**src/rtl/rbm_compute_seq.sv**
```systemverilog
// RBM compute sequencer: walks users through read-DMA, train/predict and
// write-DMA steps, with a single advance enable (step) gating every change.
//
// state   | meaning
// --------+----------------------------------------------------------
// IDLE    | waiting for conf_done; latches configuration (codes 8-15 alias here)
// RD_REQ  | read DMA request raised, waiting for rd_grant
// RD_WAIT | read granted, waiting for rd_complete
// TRAIN   | compute engine training current user
// PREDICT | compute engine predicting current user
// WR_REQ  | write DMA request raised, waiting for wr_grant
// WR_WAIT | write granted, waiting for wr_complete
// DONE    | all work finished; held until conf_done drops
module rbm_compute_seq #(
  parameter int IDX_W     = 16,
  parameter int ADDR_W    = 32,
  parameter int K_RATINGS = 5
) (
  input  logic              clk,
  input  logic              rst,
  input  logic              step,
  input  logic              conf_done,
  input  logic [31:0]       conf_num_movies,
  input  logic [31:0]       conf_num_users,
  input  logic [31:0]       conf_num_testusers,
  input  logic [31:0]       conf_num_loops,
  input  logic [31:0]       conf_num_hidden,
  input  logic [31:0]       conf_num_visible,
  input  logic              rd_grant,
  input  logic              rd_complete,
  input  logic              wr_grant,
  input  logic              wr_complete,
  input  logic              train_done,
  input  logic              predict_done,
  output logic              rd_request,
  output logic [ADDR_W-1:0] rd_index,
  output logic [ADDR_W-1:0] rd_length,
  output logic              wr_request,
  output logic [ADDR_W-1:0] wr_index,
  output logic [ADDR_W-1:0] wr_length,
  output logic              train_start,
  output logic              predict_start,
  output logic [IDX_W-1:0]  num_movies,
  output logic [IDX_W-1:0]  num_users,
  output logic [IDX_W-1:0]  num_testusers,
  output logic [IDX_W-1:0]  num_loops,
  output logic [IDX_W-1:0]  num_hidden,
  output logic [IDX_W-1:0]  num_visible,
  output logic [IDX_W-1:0]  loop_count,
  output logic [IDX_W-1:0]  user_index,
  output logic [3:0]        upc,
  output logic              init_done,
  output logic              done
);

  typedef enum logic [3:0] {
    S_IDLE    = 4'd0,
    S_RD_REQ  = 4'd1,
    S_RD_WAIT = 4'd2,
    S_TRAIN   = 4'd3,
    S_PREDICT = 4'd4,
    S_WR_REQ  = 4'd5,
    S_WR_WAIT = 4'd6,
    S_DONE    = 4'd7
  } state_t;

  state_t state, state_nxt;

  logic              phase_train, phase_train_nxt;
  logic              init_done_nxt, train_start_nxt, predict_start_nxt;
  logic [IDX_W-1:0]  movies_nxt, users_nxt, testusers_nxt, loops_nxt, hidden_nxt, visible_nxt;
  logic [IDX_W-1:0]  loop_nxt, user_nxt;
  logic [ADDR_W-1:0] rd_index_nxt, rd_length_nxt, wr_index_nxt, wr_length_nxt;

  logic [IDX_W-1:0]  conf_movies_t, conf_users_t, conf_test_t, conf_loops_t;
  logic [IDX_W-1:0]  user_inc, loop_inc;
  logic [ADDR_W-1:0] len_conf;
  logic              rd_done_now, wr_done_now;

  // index = user * length, wrapping at the DMA field width
  function automatic logic [ADDR_W-1:0] idx_mul(input logic [IDX_W-1:0] u,
                                                input logic [ADDR_W-1:0] len);
    return ADDR_W'(u) * len;
  endfunction

  assign conf_movies_t = conf_num_movies[IDX_W-1:0];
  assign conf_users_t  = conf_num_users[IDX_W-1:0];
  assign conf_test_t   = conf_num_testusers[IDX_W-1:0];
  assign conf_loops_t  = conf_num_loops[IDX_W-1:0];
  assign len_conf      = ADDR_W'(K_RATINGS) * ADDR_W'(conf_movies_t);
  assign user_inc      = user_index + IDX_W'(1);
  assign loop_inc      = loop_count + IDX_W'(1);

  // Configuration bits above IDX_W are intentionally discarded.
  if (IDX_W < 32) begin : g_conf_hi
    logic unused_conf_hi;
    assign unused_conf_hi = ^{conf_num_movies[31:IDX_W], conf_num_users[31:IDX_W],
                              conf_num_testusers[31:IDX_W], conf_num_loops[31:IDX_W],
                              conf_num_hidden[31:IDX_W], conf_num_visible[31:IDX_W]};
  end

  // A transfer finishes either in the wait state or together with its grant.
  assign rd_done_now = ((state == S_RD_REQ) && rd_grant && rd_complete) ||
                       ((state == S_RD_WAIT) && rd_complete);
  assign wr_done_now = ((state == S_WR_REQ) && wr_grant && wr_complete) ||
                       ((state == S_WR_WAIT) && wr_complete);

  assign upc        = state;
  assign rd_request = (state == S_RD_REQ);
  assign wr_request = (state == S_WR_REQ);
  assign done       = (state == S_DONE);

  // Next-state and next-datapath values; registered only on step.
  always_comb begin
    state_nxt         = state;
    phase_train_nxt   = phase_train;
    init_done_nxt     = init_done;
    train_start_nxt   = 1'b0;
    predict_start_nxt = 1'b0;
    movies_nxt        = num_movies;
    users_nxt         = num_users;
    testusers_nxt     = num_testusers;
    loops_nxt         = num_loops;
    hidden_nxt        = num_hidden;
    visible_nxt       = num_visible;
    loop_nxt          = loop_count;
    user_nxt          = user_index;
    rd_index_nxt      = rd_index;
    rd_length_nxt     = rd_length;
    wr_index_nxt      = wr_index;
    wr_length_nxt     = wr_length;

    case (state)
      S_RD_REQ:
        if (rd_grant && !rd_complete) state_nxt = S_RD_WAIT;
      S_WR_REQ:
        if (wr_grant && !wr_complete) state_nxt = S_WR_WAIT;
      S_RD_WAIT, S_WR_WAIT: ;
      S_TRAIN:
        if (train_done) begin
          if (user_index == num_users - IDX_W'(1)) begin
            user_nxt = '0;
            loop_nxt = loop_inc;
            if (loop_inc == num_loops) begin
              phase_train_nxt = 1'b0;
              if (num_testusers != '0) begin
                state_nxt    = S_RD_REQ;
                rd_index_nxt = '0;
              end else begin
                state_nxt = S_DONE;
              end
            end else begin
              state_nxt    = S_RD_REQ;
              rd_index_nxt = '0;
            end
          end else begin
            user_nxt     = user_inc;
            state_nxt    = S_RD_REQ;
            rd_index_nxt = idx_mul(user_inc, rd_length);
          end
        end
      S_PREDICT:
        if (predict_done) begin
          state_nxt     = S_WR_REQ;
          wr_length_nxt = rd_length;
          wr_index_nxt  = idx_mul(user_index, rd_length);
        end
      S_DONE:
        if (!conf_done) begin
          state_nxt     = S_IDLE;
          init_done_nxt = 1'b0;
        end
      default:
        if (conf_done) begin
          movies_nxt    = conf_movies_t;
          users_nxt     = conf_users_t;
          testusers_nxt = conf_test_t;
          loops_nxt     = conf_loops_t;
          hidden_nxt    = conf_num_hidden[IDX_W-1:0];
          visible_nxt   = conf_num_visible[IDX_W-1:0];
          init_done_nxt = 1'b1;
          loop_nxt      = '0;
          user_nxt      = '0;
          if ((conf_loops_t != '0) && (conf_users_t != '0)) begin
            phase_train_nxt = 1'b1;
            state_nxt       = S_RD_REQ;
            rd_length_nxt   = len_conf;
            rd_index_nxt    = '0;
          end else if (conf_test_t != '0) begin
            phase_train_nxt = 1'b0;
            state_nxt       = S_RD_REQ;
            rd_length_nxt   = len_conf;
            rd_index_nxt    = '0;
          end else begin
            state_nxt = S_DONE;
          end
        end
    endcase

    if (rd_done_now) begin
      if (phase_train) begin
        state_nxt       = S_TRAIN;
        train_start_nxt = 1'b1;
      end else begin
        state_nxt         = S_PREDICT;
        predict_start_nxt = 1'b1;
      end
    end

    if (wr_done_now) begin
      user_nxt = user_inc;
      if (user_index == num_testusers - IDX_W'(1)) begin
        state_nxt = S_DONE;
      end else begin
        state_nxt    = S_RD_REQ;
        rd_index_nxt = idx_mul(user_inc, rd_length);
      end
    end
  end

  // State and datapath registers; frozen while step is low.
  always_ff @(posedge clk or negedge rst) begin
    if (!rst) begin
      state         <= S_IDLE;
      phase_train   <= 1'b0;
      init_done     <= 1'b0;
      train_start   <= 1'b0;
      predict_start <= 1'b0;
      num_movies    <= '0;
      num_users     <= '0;
      num_testusers <= '0;
      num_loops     <= '0;
      num_hidden    <= '0;
      num_visible   <= '0;
      loop_count    <= '0;
      user_index    <= '0;
      rd_index      <= '0;
      rd_length     <= '0;
      wr_index      <= '0;
      wr_length     <= '0;
    end else if (step) begin
      state         <= state_nxt;
      phase_train   <= phase_train_nxt;
      init_done     <= init_done_nxt;
      train_start   <= train_start_nxt;
      predict_start <= predict_start_nxt;
      num_movies    <= movies_nxt;
      num_users     <= users_nxt;
      num_testusers <= testusers_nxt;
      num_loops     <= loops_nxt;
      num_hidden    <= hidden_nxt;
      num_visible   <= visible_nxt;
      loop_count    <= loop_nxt;
      user_index    <= user_nxt;
      rd_index      <= rd_index_nxt;
      rd_length     <= rd_length_nxt;
      wr_index      <= wr_index_nxt;
      wr_length     <= wr_length_nxt;
    end
  end

endmodule

```
**config.mk**
```make
export PLATFORM = sky130hd
export DESIGN_NAME = rbm_compute_seq
export DESIGN_NICKNAME = d
export VERILOG_FILES = /design/src/rtl/rbm_compute_seq.sv
export SDC_FILE = /design/constraint.sdc
export NUM_CORES = 2
export LEC_CHECK = 0
export BUFFER_PORTS_ARGS = -buffer_cell sky130_fd_sc_hd__buf_2
export CAP_MARGIN = 20
export CORE_MARGIN = 2
export CORE_UTILIZATION = 52
export CTS_CLUSTER_SIZE = 16
export DETAILED_ROUTE_END_ITERATION = 12
export PLACE_DENSITY_LB_ADDON = 0.1
export RECOVER_POWER = 100
export REMOVE_ABC_BUFFERS = 1
export SYNTH_ARGS = -nofsm -noshare
export SYNTH_HDL_FRONTEND = slang
export SYNTH_SLANG_ARGS = --single-unit
```
**constraint.sdc**
```tcl
create_clock -name clk -period 7.29 [get_ports clk]
set_input_delay 0.3645 -clock clk [delete_from_list [all_inputs] [get_ports clk]]
set_output_delay 0.3645 -clock clk [all_outputs]
set_load 0.005 [all_outputs]
```
==> flow_summary_export.csv <==
group,metric,value,unit
worst_setup_path,cp.depth,27,
clock_network,tritoncts,"built",
floorplan,die_width,250,um
layout,area_growth,13.9,%
global_route,grt_util_all_layers,0.291,
worst_setup_path,endpoint_kind,"flop",
outcome,violations,"max-capacitance violations, max-slew violations",
floorplan,dieArea,62300,um2
yosys,ys_types,87,
worst_setup_path,cp-start-kind,"flop",
worst_setup_path,slowest_stage,"fa_1",
yosys,synthTopCellsByArea,"fa_1 (30%), dfrtp_1 (19%), ha_1 (8.5%)",
floorplan,core_area,60000,um2
detailed_routing,drt-total-wl,88200,um
detailed_routing,drtAntennaViolNets,0,
floorplan,pin_count,468,
power_and_ir_drop,p_leak,0.0173,uW
floorplan,start_util,0.522,
detailed_routing,vias,25300,
sta,relSlewSlack,-1.73,
global_route,first_global_vias,27000,
yosys,synth_edf_count,0,
power_and_ir_drop,irDropWorstVdd,0.230,mV
yosys,synthCells,3394,
worst_setup_path,crit_top_cell,"fa_1",
sta,tns,0,ns
detailed_routing,avgViaCountPerCell,5.54,
placed_design,portBuffers,344,
worst_setup_path,critPathArrivalTime,7.41,ns
yosys,yosysTopAreaCell,"fa_1",
worst_setup_path,critPathKind,"reg -> reg",
worst_setup_path,required,7.76,ns
yosys,yosysWarnings,0,
sta,finalHoldViolations,0,
layout,stdcell_area,35700,um2
clock_network,cts_max_level,1,
worst_setup_path,critPathMaxFanout,17,
yosys,synth_ff_type,"dfrtp_1",
detailed_routing,drc,0,
yosys,avgSynthCellArea,9.24,um2
power_and_ir_drop,powerDensity,246,nW/um2
power_and_ir_drop,power,8790,uW
placed_design,dp.cells,4451,
sta,tightest_slew,4.09,ns
min_path,min_path_cells,2,
detailed_routing,drt_iter0_markers,1345,
global_route,grt_pass1_wl,144000,um
sta,fin_crit,6.95,ns
yosys,ys_async_sr_fraction,1.00,
worst_setup_path,cp_top_family,"adder cells",
floorplan,dieHeight,250,um
flow_run,cap_violations,9,
sta,finalClockSkew,0.0305,ns
sta,max_freq,144,MHz
sta,finalSetupViolations,0,
floorplan,num_rows,90,
layout,drive_gt1_frac,0.145,
yosys,synth_top_area_share,0.299,
worst_setup_path,reg2reg_depth,27,
outcome,status,"complete, but fails checks",
yosys,netlist_area,31400,um2
sta,post-route-period-util,0.953,
sta,final-max-slew-violation-count,440,
global_route,grt_max_degree,79,
global_route,grt-ovfl-total,0,
detailed_routing,avgRoutedWirePerCell,19.3,um
min_path,min_path_type,"in -> reg",
layout,final_util,0.595,
clock_network,numCtsBuffers,30,
global_route,antenna_found_initial,0,
clock_network,clkSlewWorstSetupHoldPaths,0.07,ns
layout,instances_no_fill,4560,
layout,fin_nets,4637,
clock_network,clkSinkCount,237,
detailed_routing,drt_pass1_iterations,8,
clock_network,ctsRootBufferMaster,"clkbuf_16",
placed_design,placed_area,34300,um2
placed_design,dpl.hpwl,67500,um
yosys,ys_seq_area_frac,0.189,
clock_network,clk_path_buf_depth,3,
yosys,ys_seq_elements,237,
placed_design,gp_congestion,0.882,
worst_setup_path,critPathBufInv,7,
clock_network,insertion_delay,0.60,ns
worst_setup_path,critPathMaxStageDelay,0.51,ns
-- final cells by class --
type,count,area (um2)
inverters,566,2120
fillers,5288,24300
well taps,782,978
multi-input cells,2405,22500
clock buffers,42,877
diodes,1,2.50
repair buffers,513,3130
clock inverters,14,173
flip-flops and latches,237,5930
-- what timing repair did --
item / in CTS / in global routing
hold buffers: 51 / 0
hold endpoints to repair: 114 / 0
setup endpoints to repair: 0 / 12
buffers inserted: 0 / 1
resized for setup: 0 / 18
-- synth_stat cells (all sizes together), types with 6 or more instances --
cell type    n
a21o        29
o31ai       20
o21a        17
o21bai       9
nor2b       19
a31oi       19
or2          8
o31a         6
mux2       127
clkbuf     158
nor4        25
and3        17
inv        566
a22o         6
ha         213
dfrtp      237
o211ai      14
or4          6
and2       214
xnor2       81
a21oi       82
nand3       36
nand4       21
nor3        39
a22oi        7
nor2        80
mux2i        7
a211oi      11
a32o         6
nand2b      32
xor2        51
nand2      497
fa         469
or3         12
buf         54
o21ai      126
-- metal layers --
metal / global-route usage / part of all wire / routed length, um
met1: 0.377 / 0.41 / 36000
met5: 0 / 0 / 0
met3: 0.0391 / 0.060 / 5280
met2: 0.506 / 0.50 / 44100
met4: 0.0902 / 0.032 / 2820
-- cells by family after synthesis --
family | Yosys count | share of synthesized area
simple gates | 1027 | 0.160
buf+inv | 778 | 0.0978
fa+ha+maj | 682 | 0.384
compound gates | 403 | 0.0833
flops | 237 | 0.189
mux | 134 | 0.0478
xor+xnor | 132 | 0.0369
other cells | 1 | 0.000120
-- through the flow --
step                      setup slack [ns]  hold slack, ns
after global placement               0.155           0.365
after detailed placement            0.0288           0.379
final                                0.345          0.0177
after global routing               -0.0357        0.000861
after CTS                           0.0470       0.0000512
after floorplan                     -0.524          0.0689
-- registers in the layout (all words and copies together), names as in the netlist, 19 cells and up --
register	cells
wr_index	32
wr_length	19
rd_length	19
rd_index	32
-- path summary, 6_finish.rpt --
| path | from | to | slack, ns |
|---|---|---|---|
| setup / recovery | user_index[5] | rd_index[28] | 0.34 |
| hold / removal | conf_num_hidden[1] | num_hidden[1] | 0.02 |
| setup reg to reg | user_index[5] | rd_index[28] | 0.34 |
| hold reg to reg | wr_index[5] | wr_index[5] | 0.48 |
| max in group asynchronous | rst | wr_length[11] | 2.12 |
| min in group asynchronous | rst | wr_index[19] | 1.79 |
-- worst reg2reg max path, cell delays in order, from the launching register on --
cell and delay [ns]:
dfrtp_1 0.35, nand4_1 0.25, nor3_2 0.27, buf_4 0.16, and3_1 0.22, xor2_1 0.17
buf_4 0.24, nand2_1 0.11, fa_1 0.48, fa_1 0.51, inv_1 0.05, fa_1 0.49
fa_1 0.43, fa_1 0.50, inv_1 0.05, fa_1 0.48, inv_1 0.05, ha_1 0.22
a211o_1 0.24, nor3_1 0.18, a31oi_1 0.14, a2111oi_1 0.36, buf_4 0.18, nor3_1 0.06
a31oi_1 0.21, buf_4 0.17, mux2i_1 0.18, o21ai_0 0.08
-- report_power, final --
group | total [uW] | switching [uW] | internal [uW] | leakage, uW
sequential | 2470 | 678 | 1790 | 0.00309
combinational | 4730 | 2800 | 1930 | 0.0137
clock | 1580 | 637 | 947 | 0.000511
-- cell usage in the layout, fill, tap and decap left out, types with 14 or more instances in the layout --
master	instances
nand2b_1	32
and2_1	209
dlygate4sd3_1	51
nand4_1	21
nor3_1	36
o31ai_1	20
inv_1	566
o21ai_0	123
nand3_1	33
nor4_1	22
a21oi_1	82
xnor2_1	80
o211ai_1	14
a31oi_1	18
clkbuf_1	133
buf_2	232
fa_1	469
dfrtp_1	236
nor2_1	78
o21a_1	17
nor2b_1	19
conb_1	27
mux2_2	127
clkbuf_16	31
xor2_1	50
and3_1	17
nand2_1	497
a21o_1	29
buf_4	82
ha_1	212
Note: power is estimated with default switching activity, not from simulation.
